==> src/rtl/alvio_write_ctrl_pkg.sv <==
// Shared types and sizing for the AL-violation RAM write controller.
package alvio_write_ctrl_pkg;

  localparam int unsigned DEPTH   = 16;  // active-list entries
  localparam int unsigned INDEX   = 4;   // log2(DEPTH)
  localparam int unsigned WIDTH   = 8;   // violation-record width
  localparam int unsigned NUM_REQ = 2;   // request lanes per cycle
  localparam int unsigned Q_DEPTH = 4;   // request queue entries
  localparam int unsigned Q_LOG   = 2;   // log2(Q_DEPTH)

  typedef enum logic {
    ALVIO_INIT,
    ALVIO_RUN
  } alvio_wr_state_t;

  typedef struct packed {
    logic [INDEX-1:0] addr;
    logic [WIDTH-1:0] data;
  } alvioReq_t;

endpackage

==> src/rtl/alvio_write_ctrl_if.sv <==
// Multi-lane violation-update request bus from the disambiguation logic.
interface alvio_write_ctrl_if;
  import alvio_write_ctrl_pkg::*;

  logic [NUM_REQ-1:0]            reqValid_i;
  logic [NUM_REQ-1:0][INDEX-1:0] reqAddr_i;
  logic [NUM_REQ-1:0][WIDTH-1:0] reqData_i;
  logic                          reqReady_o;

  modport master (
    output reqValid_i,
    output reqAddr_i,
    output reqData_i,
    input  reqReady_o
  );

  modport slave (
    input  reqValid_i,
    input  reqAddr_i,
    input  reqData_i,
    output reqReady_o
  );

endinterface

==> src/rtl/alvio_write_ctrl_req_fifo.sv <==
// In-order request queue: several push ports per cycle, one pop port.
// The caller guarantees enough free slots for every asserted push.
module alvio_req_fifo
  import alvio_write_ctrl_pkg::*;
#(
  parameter int unsigned PUSH_PORTS = 2,
  parameter int unsigned ENTRIES    = 4,
  parameter int unsigned PTR_W      = 2
) (
  input  logic                       clk,
  input  logic                       reset,
  input  logic                       clear_i,
  input  logic [PUSH_PORTS-1:0]      push_i,
  input  alvioReq_t [PUSH_PORTS-1:0] pushData_i,
  input  logic                       pop_i,
  output alvioReq_t                  head_o,
  output logic                       empty_o,
  output logic [PTR_W:0]             count_o
);

  alvioReq_t        mem_q [ENTRIES];
  alvioReq_t        mem_d [ENTRIES];
  logic [PTR_W-1:0] wrPtr_q, wrPtr_d;
  logic [PTR_W-1:0] rdPtr_q, rdPtr_d;
  logic [PTR_W:0]   count_q, count_d;
  logic [PTR_W:0]   pushCnt;
  logic [PTR_W-1:0] slot;

  // Storage, pointers and occupancy registers.
  always_ff @(posedge clk or posedge reset) begin
    if (reset) begin
      for (int unsigned i = 0; i < ENTRIES; i++) begin
        mem_q[i] <= '0;
      end
      wrPtr_q <= '0;
      rdPtr_q <= '0;
      count_q <= '0;
    end else begin
      mem_q   <= mem_d;
      wrPtr_q <= wrPtr_d;
      rdPtr_q <= rdPtr_d;
      count_q <= count_d;
    end
  end

  // Compact active lanes into consecutive slots in lane order; clear wins.
  always_comb begin
    mem_d   = mem_q;
    slot    = '0;
    pushCnt = '0;
    for (int unsigned k = 0; k < PUSH_PORTS; k++) begin
      if (push_i[k]) begin
        slot        = wrPtr_q + pushCnt[PTR_W-1:0];
        mem_d[slot] = pushData_i[k];
        pushCnt     = pushCnt + (PTR_W+1)'(1);
      end
    end
    wrPtr_d = wrPtr_q + pushCnt[PTR_W-1:0];
    rdPtr_d = rdPtr_q + PTR_W'(pop_i);
    count_d = count_q + pushCnt - (PTR_W+1)'(pop_i);
    if (clear_i) begin
      mem_d   = mem_q;
      wrPtr_d = '0;
      rdPtr_d = '0;
      count_d = '0;
    end
  end

  assign head_o  = mem_q[rdPtr_q];
  assign empty_o = (count_q == '0);
  assign count_o = count_q;

endmodule

==> src/rtl/alvio_write_ctrl.sv <==
// AL-violation RAM write controller: zero-sweep after reset, then drain
// queued violation updates through the single RAM write port.
module alvio_write_ctrl
  import alvio_write_ctrl_pkg::*;
(
  input  logic                     clk,
  input  logic                     reset,
  input  logic                     flush_i,
  alvio_write_ctrl_if.slave        req,
  output logic                     we_o,
  output logic [INDEX-1:0]         addrWr_o,
  output logic [WIDTH-1:0]         dataWr_o,
  output logic                     ready_o,
  output logic [Q_LOG:0]           pending_o
);

  alvio_wr_state_t  state_q, state_d;
  logic [INDEX-1:0] cnt_q, cnt_d;

  alvioReq_t [NUM_REQ-1:0] pushData;
  logic [NUM_REQ-1:0]      push;
  logic                    pop;
  logic                    clear;
  logic                    qEmpty;
  alvioReq_t               qHead;
  logic [Q_LOG:0]          qCount;
  logic [Q_LOG:0]          freeSlots;

  // FSM state and sweep counter registers.
  always_ff @(posedge clk or posedge reset) begin
    if (reset) begin
      state_q <= ALVIO_INIT;
      cnt_q   <= '0;
    end else begin
      state_q <= state_d;
      cnt_q   <= cnt_d;
    end
  end

  // Sweep advances one index per cycle and hands over to RUN after the last.
  always_comb begin
    state_d = state_q;
    cnt_d   = cnt_q;
    unique case (state_q)
      ALVIO_INIT: begin
        cnt_d = cnt_q + INDEX'(1);
        if (cnt_q == INDEX'(DEPTH - 1)) begin
          state_d = ALVIO_RUN;
        end
      end
      ALVIO_RUN: begin
        state_d = ALVIO_RUN;
      end
      default: state_d = ALVIO_INIT;
    endcase
  end

  // Write-port mux, ready indications and queue control.
  // Reset gates the outputs directly because state_q already reads INIT
  // while reset is held, which would otherwise show a sweep write.
  always_comb begin
    we_o           = 1'b0;
    addrWr_o       = '0;
    dataWr_o       = '0;
    ready_o        = 1'b0;
    req.reqReady_o = 1'b0;
    pop            = 1'b0;
    clear          = 1'b0;
    freeSlots      = (Q_LOG+1)'(Q_DEPTH) - qCount;
    if (!reset) begin
      unique case (state_q)
        ALVIO_INIT: begin
          we_o     = 1'b1;
          addrWr_o = cnt_q;
        end
        ALVIO_RUN: begin
          ready_o        = 1'b1;
          we_o           = !qEmpty && !flush_i;
          addrWr_o       = qHead.addr;
          dataWr_o       = qHead.data;
          pop            = we_o;
          clear          = flush_i;
          req.reqReady_o = (freeSlots >= (Q_LOG+1)'(NUM_REQ));
        end
        default: ;
      endcase
    end
  end

  // Lane qualification and request packing.
  always_comb begin
    for (int unsigned k = 0; k < NUM_REQ; k++) begin
      push[k]          = req.reqValid_i[k] && req.reqReady_o && !flush_i;
      pushData[k].addr = req.reqAddr_i[k];
      pushData[k].data = req.reqData_i[k];
    end
  end

  alvio_req_fifo #(
    .PUSH_PORTS (NUM_REQ),
    .ENTRIES    (Q_DEPTH),
    .PTR_W      (Q_LOG)
  ) u_fifo (
    .clk        (clk),
    .reset      (reset),
    .clear_i    (clear),
    .push_i     (push),
    .pushData_i (pushData),
    .pop_i      (pop),
    .head_o     (qHead),
    .empty_o    (qEmpty),
    .count_o    (qCount)
  );

  assign pending_o = qCount;

endmodule

==> src/flat_wrapper.sv <==
// flat-port wrapper written by rule: the top's interface ports become plain ports
module alvio_write_ctrl_flat import alvio_write_ctrl_pkg::*;
  (clk, reset, flush_i, we_o, addrWr_o, dataWr_o, ready_o, pending_o, req_reqValid_i, req_reqAddr_i, req_reqData_i, req_reqReady_o);
  alvio_write_ctrl_if req_i ();
  input  logic clk;
  input  logic reset;
  input  logic flush_i;
  output logic we_o;
  output logic [INDEX-1:0] addrWr_o;
  output logic [WIDTH-1:0] dataWr_o;
  output logic ready_o;
  output logic [Q_LOG:0] pending_o;
  input wire logic [$bits(req_i.reqValid_i)-1:0] req_reqValid_i;
  input wire logic [$bits(req_i.reqAddr_i)-1:0] req_reqAddr_i;
  input wire logic [$bits(req_i.reqData_i)-1:0] req_reqData_i;
  output wire logic [$bits(req_i.reqReady_o)-1:0] req_reqReady_o;
  assign req_i.reqValid_i = req_reqValid_i;
  assign req_i.reqAddr_i = req_reqAddr_i;
  assign req_i.reqData_i = req_reqData_i;
  assign req_reqReady_o = req_i.reqReady_o;
  alvio_write_ctrl u_core (.clk(clk), .reset(reset), .flush_i(flush_i), .req(req_i), .we_o(we_o), .addrWr_o(addrWr_o), .dataWr_o(dataWr_o), .ready_o(ready_o), .pending_o(pending_o));
endmodule
==> config.mk <==
export PLATFORM = sky130hd
export DESIGN_NAME = alvio_write_ctrl_flat
export DESIGN_NICKNAME = d
export VERILOG_FILES = /design/src/rtl/alvio_write_ctrl_pkg.sv /design/src/rtl/alvio_write_ctrl_if.sv /design/src/rtl/alvio_write_ctrl_req_fifo.sv /design/src/rtl/alvio_write_ctrl.sv /design/src/flat_wrapper.sv
export SDC_FILE = /design/constraint.sdc
export NUM_CORES = 1
export LEC_CHECK = 0
export CORE_MARGIN = 2
export CORE_UTILIZATION = 61
export DETAILED_ROUTE_END_ITERATION = 8
export HOLD_SLACK_MARGIN = 0.1
export PLACE_DENSITY = 0.95
export SYNTH_ARGS = -nofsm -noshare
export SYNTH_HDL_FRONTEND = slang
export SYNTH_HIERARCHICAL = 1
export SYNTH_SLANG_ARGS = --single-unit
==> constraint.sdc <==
create_clock -name clk -period 5.7 [get_ports clk]
set_input_delay 0.855 -clock clk [delete_from_list [all_inputs] [get_ports clk]]
set_output_delay 0.855 -clock clk [all_outputs]
set_load 0.05 [all_outputs]
==> results of run 1 <==
==> registers in the layout, indices dropped and copies added (netlist names) <==
register and cells:
u_core/cnt_q 4, u_core/u_fifo/mem_q 48, u_core/state_q 1, u_core/u_fifo/rdPtr_q 2, u_core/u_fifo/wrPtr_q 2, u_core/u_fifo/count_o 3
==> routing by layer <==
| metal | GRT usage, % | routed length, µm | share of wire, % |
|---|---|---|---|
| met1 | 39.6 | 3940 | 38 |
| met2 | 48.2 | 4950 | 48 |
| met3 | 7.65 | 933 | 9.1 |
| met4 | 17.6 | 406 | 4.0 |
| met5 | 0 | 0 | 0 |
==> report_power, final <==
group	total, mW	switching (mW)	internal [mW]	leakage (nW)
Sequential	0.793	0.177	0.615	0.686
Clock	0.342	0.164	0.178	0.0893
Combinational	1.17	0.615	0.557	1.03
==> area by class of cell <==
cell class	count	area (µm²)	share of cell area [%]
inverter	25	93.8	2.12
timing repair buffer	54	520	11.7
tap	75	93.8	2.12
clock buffer	13	159	3.58
clock inverter	2	10.0	0.226
sequential	60	1500	33.9
multi-input combinational	255	2050	46.3
==> synth_stat cells, drive strengths merged <==
cell type	n
a21oi	1
o21a	1
and2	13
nand3b	1
xor2	2
nand2	37
mux2i	4
nor2	22
nor2b	16
and3b	1
clkbuf	15
a2bb2oi	1
xnor2	9
inv	25
mux4	12
and3	12
nand3	36
nor3	15
nor3b	3
dfrtp	60
nand2b	2
a221oi	12
buf	15
fa	1
a22o	3
a2111oi	2
o221a	36
mux2	1
nand4b	1
a31o	1
ha	10
==> placed cells by master (no fill, tap or decap), types with 2 or more instances in the layout <==
cell,count
a2111oi_2,2
a221oi_1,2
a221oi_2,10
a22o_1,3
and2_1,13
and3_1,12
buf_4,8
clkbuf_1,2
clkbuf_8,11
clkdlybuf4s50_1,46
clkinv_2,2
dfrtp_1,60
ha_1,10
inv_1,23
inv_2,2
mux2i_1,4
mux4_2,12
nand2_1,37
nand3_1,36
nor2_1,22
nor2b_1,16
nor3_1,15
nor3b_2,2
o221a_1,20
o221a_2,16
xnor2_1,8
==> path summary, 6_finish.rpt <==
check                                                   start                             endpoint  slack, ns
setup reg to reg           u_core/u_fifo/count_o[0]$_DFF_PP0_  u_core/u_fifo/mem_q[10]$_DFFE_PP0N_       1.87
max in group asynchronous                               reset  u_core/u_fifo/mem_q[31]$_DFFE_PP0N_       4.01
hold reg to reg                   u_core/cnt_q[3]$_DFFE_PP0N_          u_core/cnt_q[3]$_DFFE_PP0N_       0.53
setup / recovery                                        reset  u_core/u_fifo/mem_q[10]$_DFFE_PP0N_       1.60
hold / removal                    u_core/cnt_q[3]$_DFFE_PP0N_          u_core/cnt_q[3]$_DFFE_PP0N_       0.53
min in group asynchronous                               reset          u_core/cnt_q[3]$_DFFE_PP0N_       0.92
==> per-stage QoR <==
| stage | cells | total power [mW] | area [µm²] | hold WS (ns) |
|---|---|---|---|---|
| floorplan | 370 | 1.63 | 3820 | 0.466 |
| global placement | 469 | 1.90 | 4260 | 0.501 |
| detailed placement | 469 | 1.95 | 4260 | 0.517 |
| CTS | 484 | 2.30 | 4430 | 0.528 |
| global route | 484 | 2.42 | 4430 | 0.547 |
| finish | 484 | 2.31 | 4430 | 0.525 |
==> cells by family after synthesis <==
kind of cell / count (synthesis) / synth area share, %
and+or+nand+nor: 159 / 21.2
DFF: 60 / 39.3
AOI/OAI and AO/OA: 57 / 17.4
buffers and inverters: 55 / 6.85
muxes: 17 / 8.42
xor gates and xnor gates: 11 / 2.92
adders and majority gates: 11 / 3.80
==> out/summary.txt, run 1 <==
status: complete, no violations
setup tns final: 0 ns
Worst setup SP type: input port
initial core utilization: 63.7%
Max VDD drop: 0.000339 V
hold path cells: 1
Skew-Pair Late Insertion Delay: 0.35 ns
# Max-Cap Violations: 0
Max Slew Vio Count: 0
# resized after CTS: 0
headroom to the max-slew limit: 33.8%
antenna violations before repair: 0
Worst Reg-to-Reg Cells: 9
Worst Setup End Kind: flop
Fillers: 391
IO Port Bufs: 46
Cell Area, Synth: 3820 µm²
slowest stage cell, crit path: xor2_2
maximum number of pins on one net before global-route repair: 56
Setup WS pre-CTS: 1.33 ns
Final GP Congestion: 0.868
P_leak: 1.80 nW
PD cells: 520 nW/µm²
Mapped Nets: 410
Core Region: 5990 µm²
DIE HEIGHT: 83.1 µm
Final min period: 4.10 ns
Initial DRC Count: 429
Worst EP required: 5.94 ns
Mapped Cells: 370
CTS buffer count: 9
Hold Crit Class: flop to flop
overall routed net length: 10200 µm
synth warn: 6
fmax: 244 MHz
slowest stage delay, CP: 0.80 ns
ant diodes: 0
antenna viol nets, final: 0
vias in the first global route: 3342
Cell Chain, Critical Path: clkdlybuf4s50_1 > nand2b_4 > a2111oi_2 > buf_4 > ha_1 > xor2_2 > nand2_1 > a221oi_1
DP HPWL: 6840 µm
die area: 6910 µm²
CTS clock-pin slew for the worst setup and hold paths: 0.06 ns
Seq/Total Area, Yosys: 39.3%
Boundary Pins: 47
Final Hold Viols: 0
RSZ-0062 raised after global routing: false
final worst setup slack: 1.60 ns
drt via density: 6.77
Die W: 83.1 µm
Final Core Density: 74.0%
wire length per cell: 21.1 µm
Max Buffers Root-to-Sink: 2
post-synth cell types: 40
CP Buf/Inv Count: 2
TritonRoute pass-1 iters: 5
CTS root buf: clkbuf_8
CTS tree: built
WS Path Type: input port to flop
# nets final: 445
Avg Synthesized Cell Area: 10.3 µm²
worst-path maximum fanout: 28
worst-margin pin slew: 0.991 ns
layout cell share with drive strength beyond 1: 17.4%
Clock Sinks: 60
Post-CTS Repair Setup Buffers: 0
Synth area leader: dfrtp_1
Setup violations, final: 0
largest cells by area after synthesis: dfrtp_1 39%, mux4_2 7.1%, o221a_1 5.9%
DRC viols: 0
grt total ovfl: 0
total track usage: 30.9%
CTS Hold Buffers Added: 0
Layout area overhead: 16.1%
first-pass GRT wire length: 16700 µm
critical path arrival: 4.35 ns
top cell type's share of synthesized area: 39.3%
Crit path max-delay family: simple AND/OR/NAND/NOR gates
std cell rows: 28
register bit count reported by yosys: 60
CTS H-tree lvls: 3
DR vias: 3275
Final Skew: 0.00488 ns
Critical Path Stages: 8
Final Cycle Share: 72.0%
Power figures use the tool's default switching activity.
==> run 2, diff against run 1 <==
--- a/config.mk
+++ b/config.mk
@@ -6,10 +6,10 @@
 export NUM_CORES = 1
 export LEC_CHECK = 0
 export CORE_MARGIN = 2
-export CORE_UTILIZATION = 61
+export CORE_UTILIZATION = 56
 export DETAILED_ROUTE_END_ITERATION = 8
 export HOLD_SLACK_MARGIN = 0.1
-export PLACE_DENSITY = 0.95
+export PLACE_DENSITY = 0.89
 export SYNTH_ARGS = -nofsm -noshare
 export SYNTH_HDL_FRONTEND = slang
 export SYNTH_HIERARCHICAL = 1
==> constraint.sdc (replaced) <==
create_clock -name clk -period 3.8 [get_ports clk]
set_input_delay 0.57 -clock clk [delete_from_list [all_inputs] [get_ports clk]]
set_output_delay 0.57 -clock clk [all_outputs]
set_load 0.05 [all_outputs]
==> run 2 against run 1 <==
Compared with the run above: non-clock buffer count rose by 10; wire length rose by 3.4%; utilization fell by 5.9 points; final cell count rose by 3.3%; count of clock-buffer cells in the layout fell by 3; die area rose by 8.5%; clock skew rose by 0.0040 ns; critical path depth fell by 4; hold slack improved by 0.0014 ns; sequential power rose by 46%; register-to-register slack got worse by 1.3 ns.
==> out/summary.txt, run 2 (synthesis gave the netlist of run 1 again) <==
fmax: 304 MHz
# Max-Cap Violations: 0 (unchanged)
CTS H-tree lvls: 3 (unchanged)
wire length per cell: 21.2 µm (was 21.1 µm)
# nets final: 455 (was 445)
Final min period: 3.29 ns
std cell rows: 30 (was 28)
most frequent cells in the layout: 60 x dfrtp_1, 46 x clkdlybuf4s50_1, 37 x nand2_1 (unchanged)
DP HPWL: 7180 µm (was 6840 µm)
Final Skew: 0.00893 ns (was 0.00488 ns)
Skew-Pair Late Insertion Delay: 0.35 ns (about the same)
largest register by flop count: u_core/u_fifo/mem_q (unchanged)
grt total ovfl: 0 (unchanged)
Clock Sinks: 60 (unchanged)
RSZ-0062 raised after global routing: false (unchanged)
Largest register FFs: 48 (unchanged)
P_leak: 1.86 nW (was 1.80 nW)
Layout area overhead: 19.1% (was 16.1%)
CTS root buf: clkbuf_8 (unchanged)
commonest non-fill, non-tap cell in the layout: dfrtp_1 (unchanged)
DIE HEIGHT: 86.6 µm (was 83.1 µm)
ant diodes: 0 (unchanged)
maximum number of pins on one net before global-route repair: 38 (was 56)
critical path arrival: 2.72 ns (was 4.35 ns)
CTS buffer count: 9 (unchanged)
Worst EP required: 3.23 ns (was 5.94 ns)
slowest stage cell, crit path: dfrtp_1 (was xor2_2)
PD cells: 789 nW/µm² (was 520 nW/µm²)
layout cell share with drive strength beyond 1: 20.0% (was 17.4%)
Final GP Congestion: 0.850 (was 0.868)
Setup violations, final: 0 (unchanged)
hold path cells: 1 (unchanged)
setup tns final: 0 ns (unchanged)
Worst Reg-to-Reg Cells: 8 (was 9)
Initial DRC Count: 424 (was 429)
Final Cycle Share: 86.6%
antenna viol nets, final: 0 (unchanged)
WHS: 0.527 ns (was 0.525 ns)
Worst setup SP type: flop (was input port)
Hold Crit Class: flop to flop (unchanged)
WS Path Type: flop to output pin (was input port to flop)
overall routed net length: 10600 µm (was 10200 µm)
DRC viols: 0 (unchanged)
first-pass GRT wire length: 16900 µm (was 16700 µm)
Fillers: 499 (was 391)
TritonRoute pass-1 iters: 5 (unchanged)
vias in the first global route: 3349 (was 3342)
die area: 7490 µm² (was 6910 µm²)
Max VDD drop: 0.000464 V (was 0.000339 V)
drt via density: 6.69 (was 6.77)
# resized after CTS: 0 (unchanged)
Boundary Pins: 47 (unchanged)
total track usage: 29.9% (was 30.9%)
cell area after layout: 4550 µm² (was 4430 µm²)
Max Slew Vio Count: 0 (unchanged)
headroom to the max-slew limit: 37.0% (was 33.8%)
Final Hold Viols: 0 (unchanged)
DR vias: 3347 (was 3275)
initial core utilization: 57.1% (was 63.7%)
Worst Setup End Kind: output pin (was flop)
Cell Chain, Critical Path: buf_4 > mux4_2 > and2_1 > clkdlybuf4s50_1 (was clkdlybuf4s50_1 > nand2b_4 > a2111oi_2 > buf_4 > ha_1 > xor2_2 > nand2_1 > a221oi_1)
CTS tree: built (unchanged)
Total Power: 3.59 mW (was 2.31 mW)
Die W: 86.6 µm (was 83.1 µm)
worst-path maximum fanout: 9 (was 28)
Max Buffers Root-to-Sink: 2 (unchanged)
Post-CTS Repair Setup Buffers: 0 (unchanged)
IO Port Bufs: 46 (unchanged)
antenna violations before repair: 0 (unchanged)
worst-margin pin slew: 0.945 ns (was 0.991 ns)
status: complete, no violations (unchanged)
slowest stage delay, CP: 0.74 ns (was 0.80 ns)
CTS Hold Buffers Added: 0 (unchanged)
CTS clock-pin slew for the worst setup and hold paths: 0.07 ns (was 0.06 ns)
Core Region: 6680 µm² (was 5990 µm²)
Placed Area: 4350 µm² (was 4260 µm²)
run 2: cell count changes in the layout (fill, tap and decap cells not counted), sizes merged:
cell,before,now
bufinv,0,1
clkinvlp,0,2
clkbuf,13,10
buf,8,18
clkinv,2,3
run 2: worst paths after layout:
check | startpoint | endpoint | slack [ns]
setup / recovery | u_core/u_fifo/rdPtr_q[0]$_DFF_PP0_ | dataWr_o[7] | 0.51
hold / removal | u_core/cnt_q[0]$_DFFE_PP0N_ | u_core/cnt_q[0]$_DFFE_PP0N_ | 0.53
setup reg to reg | u_core/u_fifo/count_o[0]$_DFF_PP0_ | u_core/u_fifo/mem_q[35]$_DFFE_PP0N_ | 0.62
hold reg to reg | u_core/cnt_q[0]$_DFFE_PP0N_ | u_core/cnt_q[0]$_DFFE_PP0N_ | 0.53
max in group asynchronous | reset | u_core/u_fifo/mem_q[11]$_DFFE_PP0N_ | 2.24
min in group asynchronous | reset | u_core/cnt_q[1]$_DFFE_PP0N_ | 0.61
run 2: report_power, final:
group | switching [mW] | total (mW) | internal (mW)
sequential | 0.237 | 1.16 | 0.923
clock | 0.277 | 0.596 | 0.319
combinational | 0.964 | 1.83 | 0.866
total | 1.48 | 3.59 | 2.11
run 2: area by class of cell:
| cell class | instances | area [µm²] | share of cell area, % |
|---|---|---|---|
| Multi-Input combinational cell | 255 | 2050 | 45.2 |
| Sequential cell | 60 | 1500 | 33.0 |
| Timing Repair Buffer | 64 | 596 | 13.1 |
| Clock buffer | 10 | 138 | 3.03 |
| Tap cell | 80 | 100 | 2.20 |
| Inverter | 25 | 93.8 | 2.06 |
| Clock inverter | 6 | 63.8 | 1.40 |
run 2: stage by stage:
stage	std cells	worst slack [ns]	utilization, %
finish	500	0.510	68.1
global route	500	0.435	68.1
CTS	500	0.495	68.1
detailed placement	484	0.512	65.0
global placement	484	0.589	65.0
floorplan	370	0.446	-
run 2: routing by layer:
layer | up-vias | GRT usage, % | wire length (µm)
met5 | - | 0 | 0
met4 | 0 | 14.9 | 437
met3 | 48 | 7.71 | 971
met2 | 226 | 48.9 | 5220
met1 | 1626 | 36.8 | 3950
li1 | 1447 | - | -
run 2: critical path, delay by kind of cell (launching register included):
kind / cells / cell delay, ns
flops: 1 / 0.74
mux: 1 / 0.50
simple gates: 1 / 0.16
buf+inv: 2 / 0.96
==> run 3, diff against run 2 <==
--- a/config.mk
+++ b/config.mk
@@ -5,7 +5,6 @@
 export SDC_FILE = /design/constraint.sdc
 export NUM_CORES = 1
 export LEC_CHECK = 0
-export CORE_MARGIN = 2
 export CORE_UTILIZATION = 56
 export DETAILED_ROUTE_END_ITERATION = 8
 export HOLD_SLACK_MARGIN = 0.1
==> run 3 against run 2 <==
Compared with the run above: the run now ends with design-rule violations left; critical endpoint is now u_core/u_fifo/mem_q[35]$_DFFE_PP0N_; wire length up 0.74%; critical path depth up 4; non-clock buffer count decreased by 2; register-to-register slack got worse by 0.16 ns; largest cell class unchanged; hold slack worse by 0.0037 ns; cell area is 0.61% lower; total power grew 0.45%; sequential power is essentially flat; fmax is 1.6% lower.
==> out/summary.txt, run 3 (synthesis gave the netlist of run 1 again) <==
status: finished, violations left (was complete, no violations)
failing checks: design-rule violations
largest register by flop count: u_core/u_fifo/mem_q (unchanged)
first-pass GRT wire length: 17300 µm (was 16900 µm)
Max Slew Vio Count: 0 (unchanged)
commonest non-fill, non-tap cell in the layout: dfrtp_1 (unchanged)
DIE HEIGHT: 84.6 µm (was 86.6 µm)
antenna violations before repair: 0 (unchanged)
dpl cells: 479 (was 484)
die area: 7150 µm² (was 7490 µm²)
worst-path maximum fanout: 19 (was 9)
Boundary Pins: 47 (unchanged)
Final Hold Viols: 0 (unchanged)
std cell rows: 29 (was 30)
wire length per cell: 21.7 µm (was 21.2 µm)
Switching Share: 40.4% (was 41.2%)
Post-CTS Repair Setup Buffers: 0 (unchanged)
initial core utilization: 59.1% (was 57.1%)
switching pwr: 1.46 mW (was 1.48 mW)
Comb power frac: 50.9% (was 51.0%)
clock share of power: 16.5% (was 16.6%)
most frequent cells in the layout: 60 x dfrtp_1, 46 x clkdlybuf4s50_1, 37 x nand2_1 (unchanged)
critical path arrival: 3.61 ns (was 2.72 ns)
P_leak: 1.85 nW (was 1.86 nW)
CTS Hold Buffers Added: 0 (unchanged)
IO Port Bufs: 46 (unchanged)
Max VDD drop: 0.000520 V (was 0.000464 V)
setup tns final: 0 ns (unchanged)
CTS buffer count: 9 (unchanged)
antenna viol nets, final: 0 (unchanged)
grt total ovfl: 0 (unchanged)
Skew-Pair Late Insertion Delay: 0.33 ns (was 0.35 ns)
CTS H-tree lvls: 3 (unchanged)
fmax: 299 MHz (was 304 MHz)
Die W: 84.6 µm (was 86.6 µm)
# nets final: 453 (was 455)
Total Power: 3.60 mW (was 3.59 mW)
Hold Crit Class: flop to flop (unchanged)
worst-margin pin slew: 0.928 ns (was 0.945 ns)
headroom to the max-slew limit: 37.9% (was 37.0%)
layout cell share with drive strength beyond 1: 18.8% (was 20.0%)
CTS root buf: clkbuf_8 (unchanged)
WS Path Type: flop to flop (was flop to output pin)
# Max-Cap Violations: 0 (unchanged)
# resized after CTS: 0 (unchanged)
overall routed net length: 10700 µm (was 10600 µm)
Final Cycle Share: 88.0% (was 86.6%)
ant diodes: 0 (unchanged)
Initial DRC Count: 403 (was 424)
Core Region: 6460 µm² (was 6680 µm²)
DP HPWL: 7070 µm (was 7180 µm)
CTS clock-pin slew for the worst setup and hold paths: 0.06 ns (was 0.07 ns)
Worst EP required: 4.07 ns (was 3.23 ns)
Setup violations, final: 0 (unchanged)
Largest register FFs: 48 (unchanged)
PD cells: 797 nW/µm² (was 789 nW/µm²)
Layout area overhead: 18.4% (was 19.1%)
Worst Setup End Kind: flop (was output pin)
sequential share of power: 32.6% (was 32.4%)
DRC viols: 2 (was 0)
Final min period: 3.34 ns (was 3.29 ns)
Post-Layout Cell Count: 492 (was 500)
Final GP Congestion: 0.856 (was 0.850)
vias in the first global route: 3447 (was 3349)
Pint: 2.15 mW (was 2.11 mW)
TritonRoute pass-1 iters: 8 (was 5)
Final Skew: 0.00805 ns (was 0.00893 ns)
total track usage: 31.8% (was 29.9%)
Clock Sinks: 60 (unchanged)
Max Buffers Root-to-Sink: 2 (unchanged)
maximum number of pins on one net before global-route repair: 40 (was 38)
Worst setup SP type: flop (unchanged)
CTS tree: built (unchanged)
RSZ-0062 raised after global routing: false (unchanged)
drt via density: 6.79 (was 6.69)
DR vias: 3342 (was 3347)
run 3: area by class of cell:
cell class	instances	area (µm²)
Sequential cell	60	1500
Fill cell	461	1940
Multi-Input combinational cell	255	2050
Inverter	25	93.8
Clock buffer	10	128
Clock inverter	3	65.1
Timing Repair Buffer	62	581
Tap cell	77	96.3
run 3: layer usage:
metal	share of wire (%)	track usage (%)
met5	0	0
met4	5.8	22.5
met3	9.1	7.57
met2	47	49.6
met1	38	39.0
run 3: critical path, stage by stage (launching register included):
cell       delay (ns)
dfrtp_1          0.41
inv_1            0.09
ha_1             0.31
nor2_1           0.28
a2111oi_2        0.16
ha_1             0.29
xnor2_2          0.73
and2_1           0.68
o221a_2          0.33
run 3: path summary, 6_finish.rpt:
path                                                     from                             endpoint  slack [ns]  cells past startpoint
setup reg to reg           u_core/u_fifo/count_o[0]$_DFF_PP0_  u_core/u_fifo/mem_q[35]$_DFFE_PP0N_        0.46                      8
setup / recovery           u_core/u_fifo/count_o[0]$_DFF_PP0_  u_core/u_fifo/mem_q[35]$_DFFE_PP0N_        0.46                      8
hold reg to reg                   u_core/cnt_q[3]$_DFFE_PP0N_          u_core/cnt_q[3]$_DFFE_PP0N_        0.52                      1
hold / removal                    u_core/cnt_q[3]$_DFFE_PP0N_          u_core/cnt_q[3]$_DFFE_PP0N_        0.52                      1
min in group asynchronous                               reset          u_core/cnt_q[3]$_DFFE_PP0N_        0.68                      2
max in group asynchronous                               reset  u_core/u_fifo/mem_q[22]$_DFFE_PP0N_        2.19                      3
run 3: power groups by stage:
stage | logic (mW) | registers, mW | clock network [mW]
3_5_place_dp | 1.80 | 1.17 | 0
2_1_floorplan | 1.34 | 1.10 | 0
3_3_place_gp | 1.76 | 1.14 | 0
5_1_grt | 1.94 | 1.20 | 0.627
4_1_cts | 1.82 | 1.16 | 0.603
6_report | 1.83 | 1.17 | 0.593
run 3: through the flow:
step	worst slack (ns)	hold slack, ns	cell area (µm²)	util, %
after floorplan	0.446	0.349	3820	-
after global placement	0.375	0.497	4330	67.0
after detailed placement	0.241	0.507	4330	67.0
after CTS	0.549	0.521	4520	70.0
after global routing	0.316	0.548	4520	70.0
final	0.458	0.523	4520	70.0
==> RTL change 1: new RTL, config.mk and constraints of run 3 <==
The package constant `Q_LOG` goes from 2 to 3.
--- a/src/rtl/alvio_write_ctrl_pkg.sv
+++ b/src/rtl/alvio_write_ctrl_pkg.sv
@@ -6,7 +6,7 @@
   localparam int unsigned WIDTH   = 8;   // violation-record width
   localparam int unsigned NUM_REQ = 2;   // request lanes per cycle
   localparam int unsigned Q_DEPTH = 4;   // request queue entries
-  localparam int unsigned Q_LOG   = 2;   // log2(Q_DEPTH)
+  localparam int unsigned Q_LOG   = 3;   // log2(Q_DEPTH)
 
   typedef enum logic {
     ALVIO_INIT,
Ports: changed (resized pending_o); port bits go from 47 to 48. No check against the original RTL was run, so the function may have changed too.
==> RTL change 1 against run 3 <==
- sequential power increased by 5%
- non-clock buffer count shrank 3
- sequential share of layout area rose by 0.66 points
- routed wire length up 1.3%
- sequential cell count up 2
- power is 1.9% higher
- synthesized area grew 1.0%
- first-iteration DRC count shrank 17%
- clock skew increased by 0.013 ns
- worst hold slack worse by 0.011 ns
- clock power fell by 11%
- worst setup slack worse by 0.073 ns
- final area rose by 1.3%
- largest power group unchanged
==> RTL change 1: results (changes against run 3) <==
status: "completed"  # was complete, but fails checks
setup_ws_ns: 0.385  # was 0.458 ns
drive_gt1_share_pct: 26.0  # was 18.8%
pre_cts_ws_ns: 0.133  # was 0.241 ns
grt_pass1_wl_um: 17400  # was 17300 µm
ir_drop_uv: 311  # was 520 µV
dp_hpwl_um: 7020  # was 7070 µm
first_pass_iters: 6  # was 8
fin_nets: 461  # was 453
arrival_ns: 3.71  # was 3.61 ns
wl_met2_um: 5100  # was 5020 µm
portBuffers: 47  # was 46
synth_area_leaders: "dfrtp_1 40%, o221a_2 14%, mux4_2 7.0%"  # was dfrtp_1 39%, mux4_2 7.1%, o221a_1 5.9%
cp_max_fo: 13  # was 19
pwr-share-clk_pct: 14.5  # was 16.5%
swShare_pct: 41.2  # was 40.4%
grt_usage_pct: 32.0  # was 31.8%
seq_area_frac_synth_pct: 40.2  # was 39.3%
power.internal_mw: 2.16  # was 2.15 mW
p_seq_mw: 1.23  # was 1.17 mW
stdcell_count: 500  # was 492
num_vias: 3419  # was 3342
fillers: 449  # was 461
routabilityCongestion: 0.870  # was 0.856
finalClockSkew_ns: 0.0209  # was 0.00805 ns
synth_nets: 421  # was 410
syn_area_per_cell_um2: 10.2  # was 10.3 µm²
synth_mux_area_share_pct: 8.37  # was 8.42%
RTL change 1: cell types whose count changed after synthesis, sizes merged, moves of 3 or more:
cell	change
a221oi	-12
o221a	+12
nand3	+13
nor4b	+3
and3	-11
nand2	+13
a21oi	+4
inv	-13
nor3	-13
RTL change 1: worst max-delay path, cell delays in order (launching register included):
cell and delay (ns):
dfrtp_1 0.43, inv_1 0.10, ha_1 0.30, nor3_1 0.33
a21oi_1 0.17, ha_1 0.25, ha_1 0.40, and3_1 0.53
and2_1 0.54, o221a_2 0.30
RTL change 1: cell type report:
| cell class | count | area, µm² | share of cell area, % |
|---|---|---|---|
| clock buffer | 9 | 124 | 2.70 |
| clock inverter | 7 | 51.3 | 1.12 |
| tap | 77 | 96.3 | 2.10 |
| sequential | 62 | 1550 | 33.9 |
| inverter | 12 | 45.0 | 0.984 |
| timing repair buffer | 59 | 561 | 12.2 |
| multi-input combinational | 274 | 2150 | 47.0 |
RTL change 1: worst min path at each step:
stage                                start                          end  slack (ns)  depth (start not counted)
2_1_floorplan                        reset  u_core/cnt_q[0]$_DFFE_PP0N_        0.33                          1
3_3_place_gp   u_core/cnt_q[0]$_DFFE_PP0N_  u_core/cnt_q[0]$_DFFE_PP0N_        0.48                          1
3_5_place_dp   u_core/cnt_q[3]$_DFFE_PP0N_  u_core/cnt_q[3]$_DFFE_PP0N_        0.50                          1
4_1_cts        u_core/cnt_q[3]$_DFFE_PP0N_  u_core/cnt_q[3]$_DFFE_PP0N_        0.51                          1
5_1_grt        u_core/cnt_q[3]$_DFFE_PP0N_  u_core/cnt_q[3]$_DFFE_PP0N_        0.53                          1
6_report       u_core/cnt_q[3]$_DFFE_PP0N_  u_core/cnt_q[3]$_DFFE_PP0N_        0.51                          1
==> RTL change 2: new RTL, flow settings as in run 3 <==
Without the edit above. Make the reset (`reset`) synchronous in 2 clocked blocks.
--- a/src/rtl/alvio_write_ctrl_req_fifo.sv
+++ b/src/rtl/alvio_write_ctrl_req_fifo.sv
@@ -27,7 +27,7 @@
   logic [PTR_W-1:0] slot;
 
   // Storage, pointers and occupancy registers.
-  always_ff @(posedge clk or posedge reset) begin
+  always_ff @(posedge clk) begin
     if (reset) begin
       for (int unsigned i = 0; i < ENTRIES; i++) begin
         mem_q[i] <= '0;
--- a/src/rtl/alvio_write_ctrl.sv
+++ b/src/rtl/alvio_write_ctrl.sv
@@ -27,7 +27,7 @@
   logic [Q_LOG:0]          freeSlots;
 
   // FSM state and sweep counter registers.
-  always_ff @(posedge clk or posedge reset) begin
+  always_ff @(posedge clk) begin
     if (reset) begin
       state_q <= ALVIO_INIT;
       cnt_q   <= '0;
Check against the original RTL: same outputs for any inputs over 10 cycles, from zero or initial values and one cycle with reset high; that may be too few to reach the edited logic, so the function may still have changed.
==> RTL change 2 against run 3 <==
- routed wire length is 6.4% higher
- core utilization shrank 0.49 points
- synthesized area up 1.4%
- worst setup slack better by 0.048 ns
- final area down 0.14%
- sequential cell count is the same
- non-clock buffer count down 3
- critical endpoint is now u_core/u_fifo/count_o[2]$_SDFF_PP0_
- critical path type unchanged
- die area is 1.4% higher
- synthesized cell count is 28% higher
Power is not compared: it rests on default switching activity, and its combinational part moved more than twofold at a synthesized area within 25%.
==> RTL change 2: results (changes against run 3) <==
dr_wl_met3_um: 1210  # was 970 µm
fillers: 472  # was 461
rr_worst_depth: 16  # was 8
grt_usage_pct: 32.3  # was 31.8%
seq_area_frac_synth_pct: 31.0  # was 39.3%
met3_usage_pct: 7.59  # was 7.57%
routed_wl_um: 11300  # was 10700 µm
grt_max_degree: 61  # was 40
cp_top_family: "adder cells"  # was simple AND/OR/NAND/NOR gates
dp_hpwl_um: 7280  # was 7070 µm
slowest_stage: "dfxtp_1"  # was xnor2_2
cp_max_fo: 10  # was 19
netlist_top_cells_count: "114 x nand2_1, 60 x dfxtp_1, 35 x and3_1, 34 x o22ai_1, 33 x o21ai_0"  # was 60 x dfrtp_1, 37 x nand2_1, 36 x nand3_1, 24 x inv_1, 22 x nor2_1
synth_cell_types: 47  # was 40
async_reset_ff_share_pct: 0  # was 100%
synthAdderAreaFrac_pct: 3.75  # was 3.80%
timing.slew.headroom_pct: 48.1  # was 37.9%
routabilityCongestion: 0.800  # was 0.856
grt_pass1_wl_um: 18100  # was 17300 µm
first_pass_iters: 5  # was 8
synth_compound_area_share_pct: 20.7  # was 17.4%
status: "completed"  # was complete, but fails checks
synth_nets: 512  # was 410
fin_nets: 544  # was 453
wl_met2_um: 5480  # was 5020 µm
met2_usage_pct: 53.5  # was 49.6%
worstSetupStartpoint: "u_core/u_fifo/count_o[0]$_SDFF_PP0_"  # was u_core/u_fifo/count_o[0]$_DFF_PP0_
worstSetupEndpoint: "u_core/u_fifo/count_o[2]$_SDFF_PP0_"  # was u_core/u_fifo/mem_q[35]$_DFFE_PP0N_
first_iter_violations: 506  # was 403
r2r_setup_slack_ns: 0.51  # was 0.46 ns
-- RTL change 2: cell count changes in the layout (fill, tap and decap cells not counted), moves of 16 or more --
| cell | run 3 | this run |
|---|---|---|
| o22ai_1 | 0 | 34 |
| o221a_1 | 20 | 0 |
| and3_1 | 12 | 35 |
| o21ai_0 | 0 | 33 |
| nand2_1 | 37 | 114 |
| dfxtp_1 | 0 | 60 |
| dfrtp_1 | 60 | 0 |
| o221a_2 | 16 | 0 |
| nand3_1 | 36 | 3 |
-- RTL change 2: worst min path at each step --
stage / end / slack (ns) / cells after the start
4_1_cts: u_core/u_fifo/mem_q[44]$_SDFFE_PP0N_ / 0.48 / 2
3_5_place_dp: u_core/u_fifo/mem_q[44]$_SDFFE_PP0N_ / 0.48 / 2
2_1_floorplan: u_core/u_fifo/mem_q[44]$_SDFFE_PP0N_ / 0.45 / 2
6_report: u_core/u_fifo/mem_q[34]$_SDFFE_PP0N_ / 0.49 / 2
3_3_place_gp: u_core/u_fifo/mem_q[44]$_SDFFE_PP0N_ / 0.46 / 2
5_1_grt: u_core/u_fifo/mem_q[4]$_SDFFE_PP0N_ / 0.52 / 2
-- RTL change 2: area by class of cell --
class                      instances  area [µm²]  share of cell area [%]
inverter                          12        45.0                   0.998
multi-input combinational        362        2440                    54.0
tap                               77        96.3                    2.13
timing repair buffer              59         553                    12.3
clock buffer                      15         176                    3.91
clock inverter                     1        5.00                   0.111
sequential                        60        1200                    26.6
-- RTL change 2: stage by stage --
stage	std cells	power, mW	setup WS [ns]	hold slack [ns]	instance area (µm²)
floorplan	472	0.695	0.311	0.452	3870
global placement	570	0.750	0.775	0.458	4330
detailed placement	570	0.752	0.543	0.476	4330
CTS	586	1.28	0.524	0.484	4510
global route	586	1.32	0.268	0.517	4510
finish	586	1.27	0.506	0.491	4510
